File: src/rtl/fifo_pkg.sv
// Shared types for the SRAM FIFO read-side stream adapter.
package fifo_pkg;

   typedef enum logic [1:0] {
      OCC_EMPTY = 2'd0,
      OCC_ONE   = 2'd1,
      OCC_TWO   = 2'd2
   } occ_e;

   // Number of words the read-side skid buffer can hold.
   localparam int RDR_DEPTH = 2;

endpackage

File: src/rtl/fifo_rdr_skid.sv
// Two-entry register skid buffer. Entry 0 is the stream head and drives
// out_data. Words leave in strict arrival order.
module fifo_rdr_skid
   import fifo_pkg::*;
#(
   parameter int WIDTH = 128
) (
   input  logic             clk,
   input  logic             rstb,
   input  logic             push,
   input  logic [WIDTH-1:0] push_data,
   input  logic             out_ready,
   output logic             out_valid,
   output logic [WIDTH-1:0] out_data,
   output logic [1:0]       occ
);

   occ_e             occ_q, occ_d;
   logic [WIDTH-1:0] ent0_q, ent0_d;
   logic [WIDTH-1:0] ent1_q, ent1_d;
   logic             pop;

   assign pop      = out_valid & out_ready;
   assign out_data = ent0_q;
   assign occ      = occ_q;

   // Next occupancy and entry contents from push/pop.
   always_comb begin
      occ_d  = occ_q;
      ent0_d = ent0_q;
      ent1_d = ent1_q;
      case (occ_q)
         OCC_EMPTY: begin
            if (push) begin
               occ_d  = OCC_ONE;
               ent0_d = push_data;
            end
         end
         OCC_ONE: begin
            if (push && pop) begin
               ent0_d = push_data;
            end else if (push) begin
               occ_d  = OCC_TWO;
               ent1_d = push_data;
            end else if (pop) begin
               occ_d  = OCC_EMPTY;
            end
         end
         OCC_TWO: begin
            if (pop) begin
               ent0_d = ent1_q;
               // A prefetching FIFO can refill in the same cycle a word leaves.
               if (push) ent1_d = push_data;
               else      occ_d  = OCC_ONE;
            end
         end
         default: occ_d = OCC_EMPTY;
      endcase
   end

   // State and entry registers; out_valid is registered from next occupancy.
   always_ff @(posedge clk) begin
      if (!rstb) begin
         occ_q     <= OCC_EMPTY;
         ent0_q    <= '0;
         ent1_q    <= '0;
         out_valid <= 1'b0;
      end else begin
         occ_q     <= occ_d;
         ent0_q    <= ent0_d;
         ent1_q    <= ent1_d;
         out_valid <= (occ_d != OCC_EMPTY);
      end
   end

endmodule

File: src/rtl/fifo_stream_rdr.sv
// Drains a dual-port SRAM FIFO read port and presents the words as a
// valid/ready stream. Credit logic keeps at most two words buffered or in
// flight so the skid buffer never overflows.
// Optional: define FIFO_RDR_STATS_EN to add the rd_beats delivered-word counter.
module fifo_stream_rdr #(
   parameter int WIDTH      = 128,
   parameter int RD_LATENCY = 1
) (
   input  logic             clk,
   input  logic             rstb,
   output logic             fifo_rd_en,
   input  logic             fifo_rd_empty,
   input  logic [WIDTH-1:0] fifo_rd_data,
   output logic             out_valid,
   input  logic             out_ready,
   output logic [WIDTH-1:0] out_data
`ifdef FIFO_RDR_STATS_EN
   ,
   output logic [31:0]      rd_beats
`endif
);
   import fifo_pkg::*;

   if (RD_LATENCY != 0 && RD_LATENCY != 1) begin : g_bad_lat
      $error("fifo_stream_rdr: RD_LATENCY must be 0 or 1, got %0d", RD_LATENCY);
   end

   logic              push;
   logic              pop;
   logic              inflight;
   logic [1:0]        occ;
   logic signed [2:0] credit;

   assign pop = out_valid & out_ready;

   // A pop this cycle frees a slot that a same-cycle read may claim.
   assign credit = signed'(3'(RDR_DEPTH)) - signed'({1'b0, occ})
                 - signed'({2'b0, inflight}) + signed'({2'b0, pop});

   assign fifo_rd_en = rstb & ~fifo_rd_empty & (credit > 3'sd0);

   if (RD_LATENCY == 0) begin : g_lat0
      assign inflight = 1'b0;
      assign push     = fifo_rd_en;
   end else begin : g_lat1
      logic inflight_q;
      // One read outstanding; its data lands in the following cycle.
      always_ff @(posedge clk) begin
         if (!rstb) inflight_q <= 1'b0;
         else       inflight_q <= fifo_rd_en;
      end
      assign inflight = inflight_q;
      assign push     = inflight_q;
   end

   fifo_rdr_skid #(.WIDTH(WIDTH)) u_skid (
      .clk       (clk),
      .rstb      (rstb),
      .push      (push),
      .push_data (fifo_rd_data),
      .out_ready (out_ready),
      .out_valid (out_valid),
      .out_data  (out_data),
      .occ       (occ)
   );

`ifdef FIFO_RDR_STATS_EN
   logic [31:0] beats_q;
   // Count delivered words; wraps naturally at 32 bits.
   always_ff @(posedge clk) begin
      if (!rstb)    beats_q <= '0;
      else if (pop) beats_q <= beats_q + 32'd1;
   end
   assign rd_beats = beats_q;
`endif

   // Credit accounting must keep the buffer from being pushed while full.
   a_no_overrun: assert property (@(posedge clk) disable iff (!rstb)
      !(push && (occ == OCC_TWO) && !pop))
      else $error("fifo_stream_rdr: push into full skid buffer");

   // The FIFO must never be popped while it reports empty.
   a_no_pop_empty: assert property (@(posedge clk) disable iff (!rstb)
      !(fifo_rd_en && fifo_rd_empty))
      else $error("fifo_stream_rdr: rd_en while FIFO empty");

endmodule
File: config.mk
export PLATFORM = sky130hd
export DESIGN_NAME = fifo_stream_rdr
export DESIGN_NICKNAME = d
export VERILOG_FILES = /design/src/rtl/fifo_pkg.sv /design/src/rtl/fifo_rdr_skid.sv /design/src/rtl/fifo_stream_rdr.sv
export SDC_FILE = /design/constraint.sdc
export NUM_CORES = 1
export LEC_CHECK = 0
export CAP_MARGIN = 10
export CORE_AREA = 3 3 193 195
export DETAILED_ROUTE_END_ITERATION = 8
export DIE_AREA = 0 0 196 198
export GPL_ROUTABILITY_DRIVEN = 1
export PLACE_DENSITY_LB_ADDON = 0.25
export SYNTH_ARGS = -nofsm -noshare
export SYNTH_HDL_FRONTEND = slang
export SYNTH_SLANG_ARGS = --single-unit
File: constraint.sdc
create_clock -name clk -period 2.6 [get_ports clk]
set_input_delay 0.52 -clock clk [delete_from_list [all_inputs] [get_ports clk]]
set_output_delay 0.52 -clock clk [all_outputs]
set_load 0.02 [all_outputs]
==> results of run 1 <==
final cells by class:
cell class	instances	area share, %
multi-input combinational	795	35.2
timing repair buffer	325	22.0
clock buffer	47	5.71
clock inverter	7	0.552
inverter	4	0.0946
sequential	260	32.8
tap	461	3.64
metal layers:
metal  GRT usage, %  up-vias
met4           3.25        0
met1           18.6     4174
met3           3.64       37
li1               -     4487
met2           23.6      174
met5              0        -
kinds of logic (layout without fill, tap and decap cells):
group | count (synthesis) | in the layout | synth area share, %
simple gates | 400 | 400 | 13.6
mux | 256 | 256 | 22.6
compound gates | 135 | 135 | 11.8
fa+ha+maj | 4 | 4 | 0.508
flops | 260 | 260 | 45.9
buf+inv | 104 | 383 | 5.55
power by group:
part           switching, W  internal, W
logic               0.00206      0.00216
clock network       0.00164      0.00257
registers          0.000370      0.00464
sequential cells by signal (all words and copies together) (netlist names):
signal / count
u_skid.ent1_q: 128
u_skid.occ: 2
g_lat1.inflight_q: 1
u_skid.out_data: 128
u_skid.out_valid: 1
worst max-delay path, delay by kind of cell, from the launching register on:
family / cells / cell delay [ns]
simple gates: 3 / 0.42
buf+inv: 3 / 0.30
fa+ha+maj: 2 / 0.52
flops: 1 / 0.32
timing repair:
| item | 4_1_cts | 5_1_grt |
|---|---|---|
| setup endpoints to repair | 1 | 114 |
| gates resized for setup | 27 | 6 |
| gates cloned | 2 | 4 |
| pin swaps | 5 | 4 |
| buffers inserted | 19 | 1 |
| endpoints found under the hold margin | 0 | 0 |
final timing paths:
kind,from,end,slack [ns],cells past startpoint
min,u_skid.ent1_q[57],u_skid.ent1_q[57],0.45,2
max,u_skid.out_valid,fifo_rd_en,-0.05,8
max reg2reg,u_skid.out_valid,u_skid.ent1_q[125],0.14,17
min reg2reg,u_skid.ent1_q[57],u_skid.ent1_q[57],0.45,2
synthesized netlist by cell type:
library cell / n
o22a_1: 1
buf_8: 10
nor2b_1: 1
o21ai_0: 1
buf_4: 7
o21a_1: 2
nand2_1: 386
nor2_1: 2
o211a_1: 128
inv_2: 1
nand4b_1: 3
nor4b_1: 2
buf_2: 32
buf_6: 8
nor3b_1: 1
mux2i_1: 256
inv_1: 3
ha_1: 3
a21oi_1: 1
clkbuf_1: 43
a21oi_2: 1
o311ai_2: 1
dfxtp_1: 260
nand2b_1: 4
and2_1: 1
fa_1: 1
metrics by stage:
stage	setup slack (ns)	TNS (ns)	cell area [sq um]	power, W	util (%)
after floorplan	0.165	0	11300	0.00730	-
after global placement	-0.704	-0.704	14500	0.00912	40.8
after detailed placement	-0.701	-0.701	14500	0.00916	40.8
after CTS	-0.143	-0.195	15800	0.0136	44.3
after global routing	-0.142	-0.142	15900	0.0142	44.6
final	-0.0511	-0.0511	15900	0.0134	44.6
==> results.sh, run 1 <==
export IMPL_status="finished, violations left"
export IMPL_violations="setup timing"
export IMPL_worstSetupStartpointType="flop"
export IMPL_drc_errors=0
export IMPL_ys_ff_latch=260
export IMPL_cts_num_sinks=260
export IMPL_grt_pass1_wl_mm=45.8
export IMPL_seqCellArea_sq_um=5210
export IMPL_max_freq_mhz=377
export IMPL_cap_viol_max_count=0
export IMPL_root_buffer="clkbuf_16"
export IMPL_drive_gt1_share_pct=8.83
export IMPL_top_layer_used="met4"
export IMPL_die_area_sq_um=38800
export IMPL_vias=8872
export IMPL_h_tree_depth=1
export IMPL_ys_seq_area_share_pct=45.9
export IMPL_wl_met1_mm=13.4
export IMPL_final_cells=1899
export IMPL_post_route_min_period_ns=2.65
export IMPL_fin_crit_sh_pct=102
export IMPL_criticalPathCategory="reg -> out"
export IMPL_antennaDiodeCount=0
export IMPL_syn_area_sq_um=11300
export IMPL_placed_cells=1822
export IMPL_nets=1553
export IMPL_vias_per_cell=4.67
export IMPL_fill_cells=3432
export IMPL_required_ns=2.08
export IMPL_wl_met3_mm=1.75
export IMPL_worst_pin_slew_ns=0.770
export IMPL_finalWorstSetupSlack_ns=-0.0511
export IMPL_syn_num_nets=1295
export IMPL_place_gp_congestion=0.745
export IMPL_synth_cells=1159
export IMPL_cts_hold_buf=0
export IMPL_dr_wl_met2_mm=13.3
export IMPL_die_h_um=198
export IMPL_hold_viol_final=0
export IMPL_grtUsageTotal_pct=14.2
export IMPL_yosysTopAreaCell="dfxtp_1"
export IMPL_ios=262
export IMPL_yosys_warnings=0
export IMPL_power_density_nw_per_um2=847
export IMPL_worst_path_max_delay_cell="fa_2"
export IMPL_multi_input_area_sq_um=5580
export IMPL_antenna_found_initial=0
export IMPL_grt_max_degree=187
export IMPL_p_leak_nw=7.94
export IMPL_drt_iter0_markers=307
export IMPL_final_common_cell="nand2_1"
export IMPL_die_x_um=196
export IMPL_peakVddDrop_mv=0.502
export IMPL_wl_per_cell_um=15.3
export IMPL_end_kind="output pin"
export IMPL_start_util_pct=31.9
export IMPL_layout_common_cells="nand2_1, dfxtp_1, clkdlybuf4s50_1, mux2i_1, o211a_1"
export IMPL_io_buffer_count=261
export IMPL_yosysTopAreaCellShare_pct=45.9
export IMPL_numCtsBuffers=31
export IMPL_core_area_sq_um=35600
export IMPL_crit_fanout=2
export IMPL_syn2layout_area_growth_pct=39.9
export IMPL_synth_area_per_cell_sq_um=9.78
export IMPL_finalSetupViolations=1
export IMPL_grt_setup_unrepaired="true"
export IMPL_clkTransAtPathRegs_ns=0.06
export IMPL_fin_hold_ws_ns=0.454
export IMPL_overflow=0
export IMPL_cts_tree="built"
export IMPL_final_antenna_net_count=0
export IMPL_cp_arrival_ns=2.13
export IMPL_clock_latency_ns=0.55
export IMPL_finClkSkew_ns=0.0146
export IMPL_row_count=69
export IMPL_dp_hpwl_mm=18.7
export IMPL_cpMostUsedCell="inv_2"
export IMPL_wl_mm=29.1
export IMPL_slew_headroom_pct=48.7
export IMPL_hold_class="reg -> reg"
export IMPL_critPathMaxStageDelay_ns=0.33
export IMPL_drt_pass1_iterations=5
export IMPL_drv_slew=0
export IMPL_synth_cell_type_count=26
export IMPL_crit_chain="nand2_2 > inv_2 > fa_2 > inv_2 > ha_4 > nor2b_4 > nor4b_4 > buf_4"
export IMPL_synth_top_cells_by_area="dfxtp_1, mux2i_1, nand2_1, o211a_1, clkbuf_1"
export IMPL_cts_buffer_depth=3
export IMPL_grt_pass1_vias=8653
No activity file was read; power rests on OpenSTA's default activity.
==> inputs of run 2 (changes only) <==
--- a/config.mk
+++ b/config.mk
@@ -11,6 +11,7 @@
 export DIE_AREA = 0 0 196 198
 export GPL_ROUTABILITY_DRIVEN = 1
 export PLACE_DENSITY_LB_ADDON = 0.25
+export REMOVE_ABC_BUFFERS = 1
 export SYNTH_ARGS = -nofsm -noshare
 export SYNTH_HDL_FRONTEND = slang
 export SYNTH_SLANG_ARGS = --single-unit
==> run 2 against run 1 <==
The run now ends clean. Setup slack better by 0.066 ns. Die area is the same. Sequential power is essentially flat. Via count is 0.78% lower. Utilization shrank 0.77 points. Fmax increased by 2.6%. Combinational power fell by 2%. Sequential cell count unchanged.
==> results.sh, run 2 (synthesized netlist as in run 1, its figures left out) <==
export IMPL_pwr_share_comb_pct=31.0
export IMPL_cts_tree="built"
export IMPL_criticalPathCategory="reg -> out"
export IMPL_cp_arrival_ns=2.06
export IMPL_grtUsageTotal_pct=14.1
export IMPL_final_antenna_net_count=0
export IMPL_worstSetupStartpointType="flop"
export IMPL_min_to="u_skid.out_data[20]"
export IMPL_cts_num_sinks=260
export IMPL_crit_fanout=2
export IMPL_drc_errors=0
export IMPL_root_buffer="clkbuf_16"
export IMPL_start_util_pct=31.9
export IMPL_p_leak_nw=7.81
export IMPL_max_freq_mhz=387
export IMPL_place_ws_ns=-0.669
export IMPL_dp_hpwl_mm=18.4
export IMPL_swShare_pct=30.6
export IMPL_place_area_sq_um=14400
export IMPL_die_h_um=198
export IMPL_post_route_min_period_ns=2.58
export IMPL_fill_cells=3402
export IMPL_final_common_cell="nand2_1"
export IMPL_peakVddDrop_mv=0.521
export IMPL_clkTransAtPathRegs_ns=0.06
export IMPL_wl_mm=28.8
export IMPL_grt_max_degree=197
export IMPL_hold_class="in -> reg"
export IMPL_rr_endpoint="u_skid.ent1_q[39]"
export IMPL_grt_pass1_vias=8625
export IMPL_r2r_cells=17
export IMPL_clock_latency_ns=0.54
export IMPL_nets=1538
export IMPL_h_tree_depth=1
export IMPL_holdCritStartpoint="rstb"
export IMPL_numCtsBuffers=30
export IMPL_layout_common_cells="nand2_1, clkdlybuf4s50_1, dfxtp_1, mux2i_1, o211a_1"
export IMPL_grt_pass1_wl_mm=45.5
export IMPL_drv_slew=0
export IMPL_worst_pin_slew_ns=0.897
export IMPL_antenna_found_initial=0
export IMPL_die_area_sq_um=38800
export IMPL_required_ns=2.08
export IMPL_antennaDiodeCount=0
export IMPL_die_x_um=196
export IMPL_p_seq_share_pct=37.8
export IMPL_drt_iter0_markers=368
export IMPL_power_density_nw_per_um2=853
export IMPL_p_int_w=0.00923
export IMPL_vias=8803
export IMPL_ios=262
export IMPL_fin_crit_sh_pct=99.4
export IMPL_grt_setup_unrepaired="true"
export IMPL_slew_headroom_pct=40.2
export IMPL_timing_rr_start="u_skid.out_valid"
export IMPL_vias_per_cell=4.67
export IMPL_finClkSkew_ns=0.00700
export IMPL_status="finished, final reports clean"
export IMPL_drt_pass1_iterations=6
export IMPL_row_count=69
export IMPL_io_buffer_count=261
export IMPL_place_gp_congestion=0.705
export IMPL_ff2ff_setup_slack_ns=0.09
export IMPL_fin_setup_tns_ns=0
export IMPL_wl_per_cell_um=15.3
export IMPL_pwr_share_clk_pct=31.2
export IMPL_drive_gt1_share_pct=8.09
export IMPL_whs_path_depth=3
export IMPL_finalSetupViolations=0
export IMPL_syn2layout_area_growth_pct=37.5
export IMPL_finalWorstSetupSlack_ns=0.0154
export IMPL_cap_viol_max_count=0
export IMPL_overflow=0
export IMPL_hold_viol_final=0
export IMPL_core_area_sq_um=35600
export IMPL_p_total_w=0.0133
export IMPL_cts_hold_buf=0
export IMPL_p_sw_w=0.00407
export IMPL_end_kind="output pin"
export IMPL_cts_buffer_depth=3
export IMPL_final_area_sq_um=15600
==> run 2: power by group through the flow <==
stage	logic, W	clock network (W)	registers, W
after global placement	0.00400	0	0.00509
final	0.00412	0.00415	0.00502
after detailed placement	0.00402	0	0.00510
after floorplan	0.00187	0	0.00566
after CTS	0.00413	0.00431	0.00503
after global routing	0.00444	0.00447	0.00510
==> run 2: worst max-delay path: stages, from the launching register on <==
cell and delay, ns:
dfxtp_2 0.33, inv_2 0.05, fa_2 0.37, inv_2 0.07
ha_4 0.19, nor2b_4 0.12, nor4b_2 0.21, buf_4 0.18
==> run 2: area by class of cell <==
cell class / count / area (sq um) / share of cell area, %
Timing Repair Buffer: 311 / 3250 / 20.8
Clock buffer: 42 / 867 / 5.56
Tap cell: 461 / 577 / 3.70
Clock inverter: 10 / 103 / 0.658
Inverter: 4 / 15.0 / 0.0963
Multi-Input combinational cell: 795 / 5570 / 35.7
Sequential cell: 260 / 5210 / 33.4
==> run 2: worst max path at each step <==
stage                                 start            endpoint  slack, ns  depth (start not counted)
final                         u_skid.occ[0]          fifo_rd_en       0.02                          7
after global routing          u_skid.occ[0]          fifo_rd_en      -0.12                          7
after CTS                  u_skid.out_valid          fifo_rd_en      -0.06                          8
after detailed placement          out_ready          fifo_rd_en      -0.67                          9
after global placement            out_ready          fifo_rd_en      -0.68                          9
after floorplan           g_lat1.inflight_q  u_skid.out_data[0]      -6.03                          4
==> run 2: through the flow <==
stage          instances  hold WS [ns]  utilization [%]
5_1_grt             1883         0.407             43.8
2_1_floorplan       1059         0.434                -
3_5_place_dp        1814         0.446             40.5
4_1_cts             1877         0.396             43.5
3_3_place_gp        1814         0.441             40.5
6_report            1883         0.428             43.8
==> run 2: timing repair <==
item,in CTS,in global routing
endpoints found under the setup margin,1,118
buffers inserted,11,4
gates cloned,0,3
gates resized for setup,20,2
pin swaps,3,3
==> run 2: layer usage <==
| layer | up-vias | wire length, um | track usage [%] |
|---|---|---|---|
| li1 | 4448 | - | - |
| met1 | 4144 | 13300 | 18.6 |
| met2 | 184 | 13100 | 23.3 |
| met3 | 27 | 2030 | 4.00 |
| met4 | 0 | 347 | 2.75 |
| met5 | - | 0 | 0 |
